[src/rtl/vector_line_rasterizer.sv]
// vector_line_rasterizer: Bresenham line to frame-buffer pixel writes, one pixel per clock.
// Optional CLIP_EN: off-screen pixels are still stepped but their write strobe is suppressed.
module vector_line_rasterizer #(
    parameter int H_RES = 640,
    parameter int V_RES = 480,
    parameter int CW    = 11
) (
    input  logic                 clk,
    input  logic                 rst_n,
    input  logic                 line_valid,
    output logic                 line_ready,
    input  logic signed [CW-1:0] x0,
    input  logic signed [CW-1:0] y0,
    input  logic signed [CW-1:0] x1,
    input  logic signed [CW-1:0] y1,
    input  logic [3:0]           color,
    input  logic                 abort,
    output logic [18:0]          w_addr,
    output logic [3:0]           color_out,
    output logic                 en_w,
    output logic                 busy,
    output logic                 line_done
);
    localparam int W = 14;
    localparam logic signed [W-1:0] ONE = W'(1);
    localparam logic signed [W-1:0] HR  = W'(H_RES);
    localparam logic signed [W-1:0] VR  = W'(V_RES);

    typedef enum logic [1:0] {IDLE, SETUP, DRAW} state_t;
    state_t state, next_state;

    logic signed [W-1:0] cx, cy, ex, ey, dx, dy, sx, sy, err;
    logic signed [W-1:0] dx_c, dy_c, e2, nx, ny, nerr, px, py;
    logic [3:0]  color_r;
    logic [18:0] addr;
    logic        accept, last, step_x, step_y, emit, off;

    always_comb begin
        accept     = line_valid & line_ready & ~abort;
        dx_c       = (ex > cx) ? ex - cx : cx - ex;
        dy_c       = (ey > cy) ? cy - ey : ey - cy;
        e2         = err <<< 1;
        step_x     = e2 >= dy;
        step_y     = e2 <= dx;
        nx         = step_x ? cx + sx : cx;
        ny         = step_y ? cy + sy : cy;
        nerr       = err + (step_x ? dy : '0) + (step_y ? dx : '0);
        last       = (cx == ex) && (cy == ey);
        // SETUP emits the start point; DRAW emits the point it steps to
        px         = (state == DRAW) ? nx : cx;
        py         = (state == DRAW) ? ny : cy;
        addr       = 19'(py) * 19'(HR) + 19'(px);
        emit       = !abort && ((state == SETUP) || (state == DRAW && !last));
`ifdef CLIP_EN
        off        = (px < 0) || (px >= HR) || (py < 0) || (py >= VR);
`else
        off        = 1'b0;
`endif
        next_state = abort ? IDLE :
                     state == IDLE  ? (accept ? SETUP : IDLE) :
                     state == SETUP ? DRAW :
                     last ? IDLE : DRAW;
    end

    always_ff @(posedge clk) begin
        if (!rst_n) state <= IDLE;
        else        state <= next_state;
    end

    always_ff @(posedge clk) begin
        if (!rst_n) begin
            w_addr     <= '0;
            color_out  <= '0;
            en_w       <= 1'b0;
            busy       <= 1'b0;
            line_done  <= 1'b0;
            line_ready <= 1'b0;
        end else begin
            en_w       <= 1'b0;
            line_done  <= (state == DRAW) && last && !abort;
            busy       <= next_state != IDLE;
            line_ready <= next_state == IDLE;
            if (accept) begin
                cx      <= W'(x0);
                cy      <= W'(y0);
                ex      <= W'(x1);
                ey      <= W'(y1);
                color_r <= color;
            end
            if (state == SETUP) begin
                dx  <= dx_c;
                dy  <= dy_c;
                sx  <= (ex > cx) ? ONE : -ONE;
                sy  <= (ey > cy) ? ONE : -ONE;
                err <= dx_c + dy_c;
            end
            if (state == DRAW) begin
                cx  <= nx;
                cy  <= ny;
                err <= nerr;
            end
            if (emit && !off) begin
                en_w      <= 1'b1;
                w_addr    <= addr;
                color_out <= color_r;
            end
        end
    end
endmodule

[config.mk]
export PLATFORM = sky130hd
export DESIGN_NAME = vector_line_rasterizer
export DESIGN_NICKNAME = d
export VERILOG_FILES = /design/src/rtl/vector_line_rasterizer.sv
export SDC_FILE = /design/constraint.sdc
export NUM_CORES = 1
export LEC_CHECK = 0
export ABC_AREA = 1
export BUFFER_PORTS_ARGS = -buffer_cell sky130_fd_sc_hd__buf_2
export CAP_MARGIN = 20
export CORE_ASPECT_RATIO = 0.9
export CORE_MARGIN = 3
export CORE_UTILIZATION = 65
export CTS_CLUSTER_DIAMETER = 50
export DETAILED_ROUTE_END_ITERATION = 10
export GPL_TIMING_DRIVEN = 1
export HOLD_SLACK_MARGIN = 0.06
export PLACE_DENSITY = 0.85
export RECOVER_POWER = 25
export SLEW_MARGIN = 25
export SYNTH_ARGS = -nofsm -noshare
export SYNTH_HDL_FRONTEND = slang
export SYNTH_SLANG_ARGS = --single-unit
[constraint.sdc]
create_clock -name clk -period 7.8 [get_ports clk]
set_input_delay 1.56 -clock clk [delete_from_list [all_inputs] [get_ports clk]]
set_output_delay 1.56 -clock clk [all_outputs]
set_load 0.01 [all_outputs]
== Word-level counts from Yosys, hierarchy flattened ==
Cells that the tools add are included.

* Register bits: 153
* Output and inout bits: 27

* Add/sub/neg operators: 10
* $mul: 1
* Order comparisons: 4
* Equality and inequality tests: 4
* Mux-type cells: 22
* Bitwise operators: 3
* Reduce and logical (&&, ||, !) cells: 17

{| class="wikitable"
|+ Operators by type and width
! operator !! number
|-
| $mux W14 || 16
|-
| $add A14 B14 Y14 || 5
|-
| $eq A14 B11 Y1 || 2
|-
| $gt A11 B14 Y1 || 2
|-
| $sub A11 B14 Y14 || 2
|-
| $sub A14 B11 Y14 || 2
|-
| $add A19 B14 Y19 || 1
|-
| $ge A14 B14 Y1 || 1
|-
| $le A14 B14 Y1 || 1
|-
| $mul A14 B4 Y12 const B || 1
|-
| $mux W2 || 4
|-
| $reduce_and A2 Y1 || 4
|-
| $reduce_bool A2 Y1 || 3
|-
| $logic_and A1 B1 Y1 || 5
|-
| $logic_not A2 Y1 || 2
|-
| $and A1 B1 Y1 || 2
|-
| $eq A2 B1 Y1 const B || 1
|-
| $eq A2 B2 Y1 const B || 1
|-
| $logic_not A1 Y1 || 2
|-
| $mux W1 || 2
|-
| $logic_or A1 B1 Y1 || 1
|-
| $not A1 Y1 || 1
|}

== Depth between registers and ports, before layout ==
* Depth in word-level cells: 7
* Mapped depth: 37

== Worst setup path after synthesis ==
No wires, ideal clock.

* Path type: register -> register
* Start: register err[12]
* End: register w_addr[18]
* Library setup time: 0.109 ns
* Arrival: 4.449 ns
* Data required time: 7.691 ns
* Path slack: 3.242 ns
* Cell stages (with the launch flop): 34
* Period minus slack after synthesis: 4.558 ns
* Cells stage by stage: edfxtp_1 ha_1 nand2_1 nor2_1 inv_1 nor2_2 nand2_1 nand3_1 nand3_4 nand2_4 inv_1 buf_2 o21ai_0 inv_1 ha_1 ha_1 inv_1 fa_1 o21ai_0 a21oi_1 o21ai_0 xnor2_1 inv_1 ha_1 nand2_1 nand2_1 a21oi_1 inv_1 nand3_1 nand2_1 nand2_1 nand3_1 nand2_1 inv_1

* Cells in the longest elaborated chain, start to end: 5
* Elaborated cells between the ends (all ways): 8

{| class="wikitable"
|+ RTL lines
! item !! line !! text
|-
| start: declaration || 32 || <nowiki>logic signed [W-1:0] cx, cy, ex, ey, dx, dy, sx, sy, err;</nowiki>
|-
| start signal: assignment || 95 || <nowiki>err <= dx_c + dy_c;</nowiki>
|-
| start signal: assignment || 100 || <nowiki>err <= nerr;</nowiki>
|-
| $le A14 B14 Y1 || 44 || <nowiki>step_y = e2 <= dx;</nowiki>
|-
| $mux W14 || 46 || <nowiki>ny = step_y ? cy + sy : cy;</nowiki>
|-
| $mux W14 || 51 || <nowiki>py = (state == DRAW) ? ny : cy;</nowiki>
|-
| $mul A14 B4 Y12 || 52 || <nowiki>addr = 19'(py) * 19'(HR) + 19'(px);</nowiki>
|-
| $add A19 B14 Y19 * || 52 ||
|-
| end signal: assignment || 104 || <nowiki>w_addr <= addr;</nowiki>
|-
| end: declaration || 18 || <nowiki>output logic [18:0] w_addr,</nowiki>
|}

Every way passes the cells marked *; elsewhere a longest branch is shown, timed or not.
A chain may end at the register's enable or synchronous reset.

== Worst setup path after layout ==
Same ends and word-level chain as after synthesis.

==> results by group <==
Yosys
  • Yosys Warn Count: 0
  • Yosys reg bits: 126
  • Synthesized cell area: 11,600 um2
  • Mapped Avg Cell Area: 7.76 um2
  • Synthesized Nets: 1,722
  • Seq/Total Area, Yosys: 30.2%
  • Syn Inst Count: 1,490
  • Distinct cells, synth: 50

Setup path
  • Reg2reg setup slack: 2130 ps
  • CP max stage delay: 440 ps
  • Most repeated library cell on the critical path: nand2_1
  • CP max FO: 21
  • Reg-to-reg startpoint: err[12]
  • Crit path kind: flop to flop
  • Startpoint types: flop
  • Crit path launch: err[12]
  • Worst r2r path cells: 32
  • Arr. time, crit path: 6000 ps
  • Critical Path End Type: flop
  • Crit path required time: 8130 ps
  • R2R Path End: w_addr[18]
  • Crit path max-delay cell type: edfxtp_1

GRT
  • Largest net degree at the start of global routing: 37
  • First-pass GRT wire length: 48,900 um
  • Vias in the first global route: 10,100
  • Global Route Usage Sum: 31.0%
  • Grt total ovfl: 0
  • Initial antenna violation count: 0

Pwr
  • Share of total power in combinational logic: 19.4%
  • Max IR drop VDD: 0.000157 V
  • Seq pwr share: 38.9%
  • Sw power: 570 uW
  • Power per cell area: 153 nW/um2
  • Pint: 1.38 mW
  • Clock Power Share: 41.7%
  • Sw Ratio: 29.3%
  • Pleak: 6.38 nW

Layout
  • Commonest cells after routing, fill and taps aside: 297 x nand2_1, 256 x inv_1, 158 x ha_1
  • Area Growth Syn to Fin: 10.2%
  • Diode count: 0
  • Layout Nets: 1,797
  • Cell Count, Final, Fillers Out: 1,813
  • Fill cells: 1,328
  • Commonest non-fill, non-tap cell in the layout: nand2_1
  • Layout cells sized above 1: 7.86%

CTS
  • Hold-fix buffers at CTS: 0
  • # Post-CTS Setup Buffers: 0
  • Root Buffer: clkbuf_16
  • CTS tree: built
  • Total CTS buffers: 17
  • Post-CTS sizing: 0
  • Clock Sinks: 126
  • Worst-skew pair later-pin latency: 430 ps
  • Clock buffer depth: 2
  • CTS clk-pin slew, worst paths: 60 ps
  • Htree depth: 4

Floorplan
  • Initial Utilization: 67.3%
  • Chip width: 147 um
  • I/O pin cnt: 79
  • Core ar.: 17,200 um2
  • Std-Cell Rows: 45
  • Die ar.: 19,400 um2
  • DIE HEIGHT: 133 um

Worst hold path
  • Hold_sp: color_r[1]
  • Hold path cells: 2
  • Min-delay worst type: flop to flop
  • WHS Endpoint: color_out[1]

Detailed routing
  • ANT nets after route: 0
  • Wire length per cell: 16.6 um
  • Iter 0 DRT Violations: 922
  • TritonRoute pass-1 iters: 6
  • Via count: 10,400
  • Drt total wl: 30,000 um
  • Vias per Instance: 5.72
  • DR DRC count: 0

Placed design
  • GP Congestion: 1.01
  • Placed instance count: 1,781
  • HPWL after DPL: 23,100 um
  • I/O Buffers: 78
  • Place WS: 2290 ps

Run status
  • Failing checks: capacitance limit, slew limit
  • Outcome: finished, violations left

STA
  • Measured slew at the worst slew-check pin: 1970 ps
  • Final Hold Viols: 0
  • RSZ-0062 raised after global routing: false
  • Final min period: 5670 ps
  • Setup violators final: 0
  • Slew HR: -31.4%
  • TNS Setup: 0 ps
  • Fmax: 0.176 GHz
  • Slew Viols, Final: 31
  • Final WS setup: 2130 ps
  • Skew final: 9.37 ps
  • Fin crit share: 72.7%

Run
  • Maxcap violations: 1
-- metrics by stage --
| stage | total power, mW | util, % | hold slack (ps) | instance area [um2] |
|---|---|---|---|---|
| 6_report | 1.95 | 74.2 | 475 | 12700 |
| 5_1_grt | 2.02 | 74.2 | 516 | 12700 |
| 4_1_cts | 1.94 | 74.3 | 477 | 12800 |
| 3_5_place_dp | 1.14 | 70.8 | 466 | 12200 |
| 3_3_place_gp | 1.13 | 70.8 | 453 | 12200 |
| 2_1_floorplan | 1.04 | - | 447 | 11600 |
-- worst max-delay path: cells and delay by family, from the launching register on --
family	cells	cell delay [ps]
AOI/OAI and AO/OA	5	1070
xor gates and xnor gates	1	140
DFF	1	440
adders and majority gates	5	1610
buffers and inverters	6	530
and+or+nand+nor	15	1730
-- power by group through the flow --
stage / combinational (mW) / clock, mW / sequential [mW]
2_1_floorplan: 0.270 / 0 / 0.769
3_3_place_gp: 0.355 / 0 / 0.770
3_5_place_dp: 0.367 / 0 / 0.771
4_1_cts: 0.373 / 0.814 / 0.757
5_1_grt: 0.424 / 0.840 / 0.759
6_report: 0.377 / 0.811 / 0.757
-- synth_stat cells (all sizes together) --
cell type    n  area (um2)
o221ai       1        8.76
clkinv       3        11.3
and2         1        6.26
a211oi       2        15.0
a21o         7        52.6
a221oi       2        17.5
o21ai      138         724
inv        258         968
nand4       12        75.1
o31ai        3        22.5
dfxtp       29         581
xnor2       29         254
ha         158        1980
a21boi       2        18.8
o22ai        2        12.5
or2          2        12.5
o21bai       8        60.1
xor2        38         333
buf         12        80.1
mux2i        5        50.1
a22oi        3        22.5
nand3       39         208
o211ai      17         128
nor3        11        55.1
o21a         4        30.0
nand2      306        1180
nor4         4        25.0
o221a        1        11.3
nor2        90         350
fa          22         440
edfxtp      97        2910
clkbuf      16        60.1
a21oi      158         795
o2111ai      2        17.5
a31oi        7        43.8
nor3b        1        7.51
-- worst max path at each step --
stage | endpoint | depth (start not counted)
global route | w_addr[18] | 34
floorplan | w_addr[18] | 33
global placement | w_addr[18] | 31
CTS | w_addr[18] | 32
detailed placement | w_addr[18] | 32
finish | w_addr[18] | 32
-- registers in the layout (all words and copies together) (netlist names), 2 cells and up, named ones only --
signal     flops
cy            12
color_r        4
err           13
ey            11
color_out      4
state          2
dx            14
cx            14
dy            14
ex            11
w_addr        19
-- cell type report --
| class | instances | area (um2) | area share, % |
|---|---|---|---|
| timing repair buffer | 84 | 408 | 3.20 |
| sequential | 126 | 3490 | 27.4 |
| inverter | 261 | 980 | 7.69 |
| clock buffer | 22 | 539 | 4.23 |
| multi-input combinational | 1075 | 6960 | 54.6 |
| tap | 235 | 294 | 2.31 |
| clock inverter | 10 | 67.6 | 0.530 |
-- cells by family after synthesis --
kind of cell | count (synthesis) | synth area share, %
buffers and inverters | 289 | 9.69
AND/OR/NAND/NOR | 466 | 16.6
multiplexers | 5 | 0.433
adder cells (fa/ha/maj) | 180 | 20.9
AO/OA/AOI/OAI | 357 | 17.1
XOR/XNOR | 67 | 5.08
flip-flops | 126 | 30.2
-- per-layer routing --
| metal | share of wire [%] | wire length [um] | track usage (%) |
|---|---|---|---|
| met2 | 45 | 13700 | 50.2 |
| met1 | 44 | 13200 | 42.4 |
| met5 | 0 | 0 | 0 |
| met3 | 8.1 | 2430 | 5.27 |
| met4 | 2.6 | 779 | 10.6 |
Power figures use the tool's default switching activity.
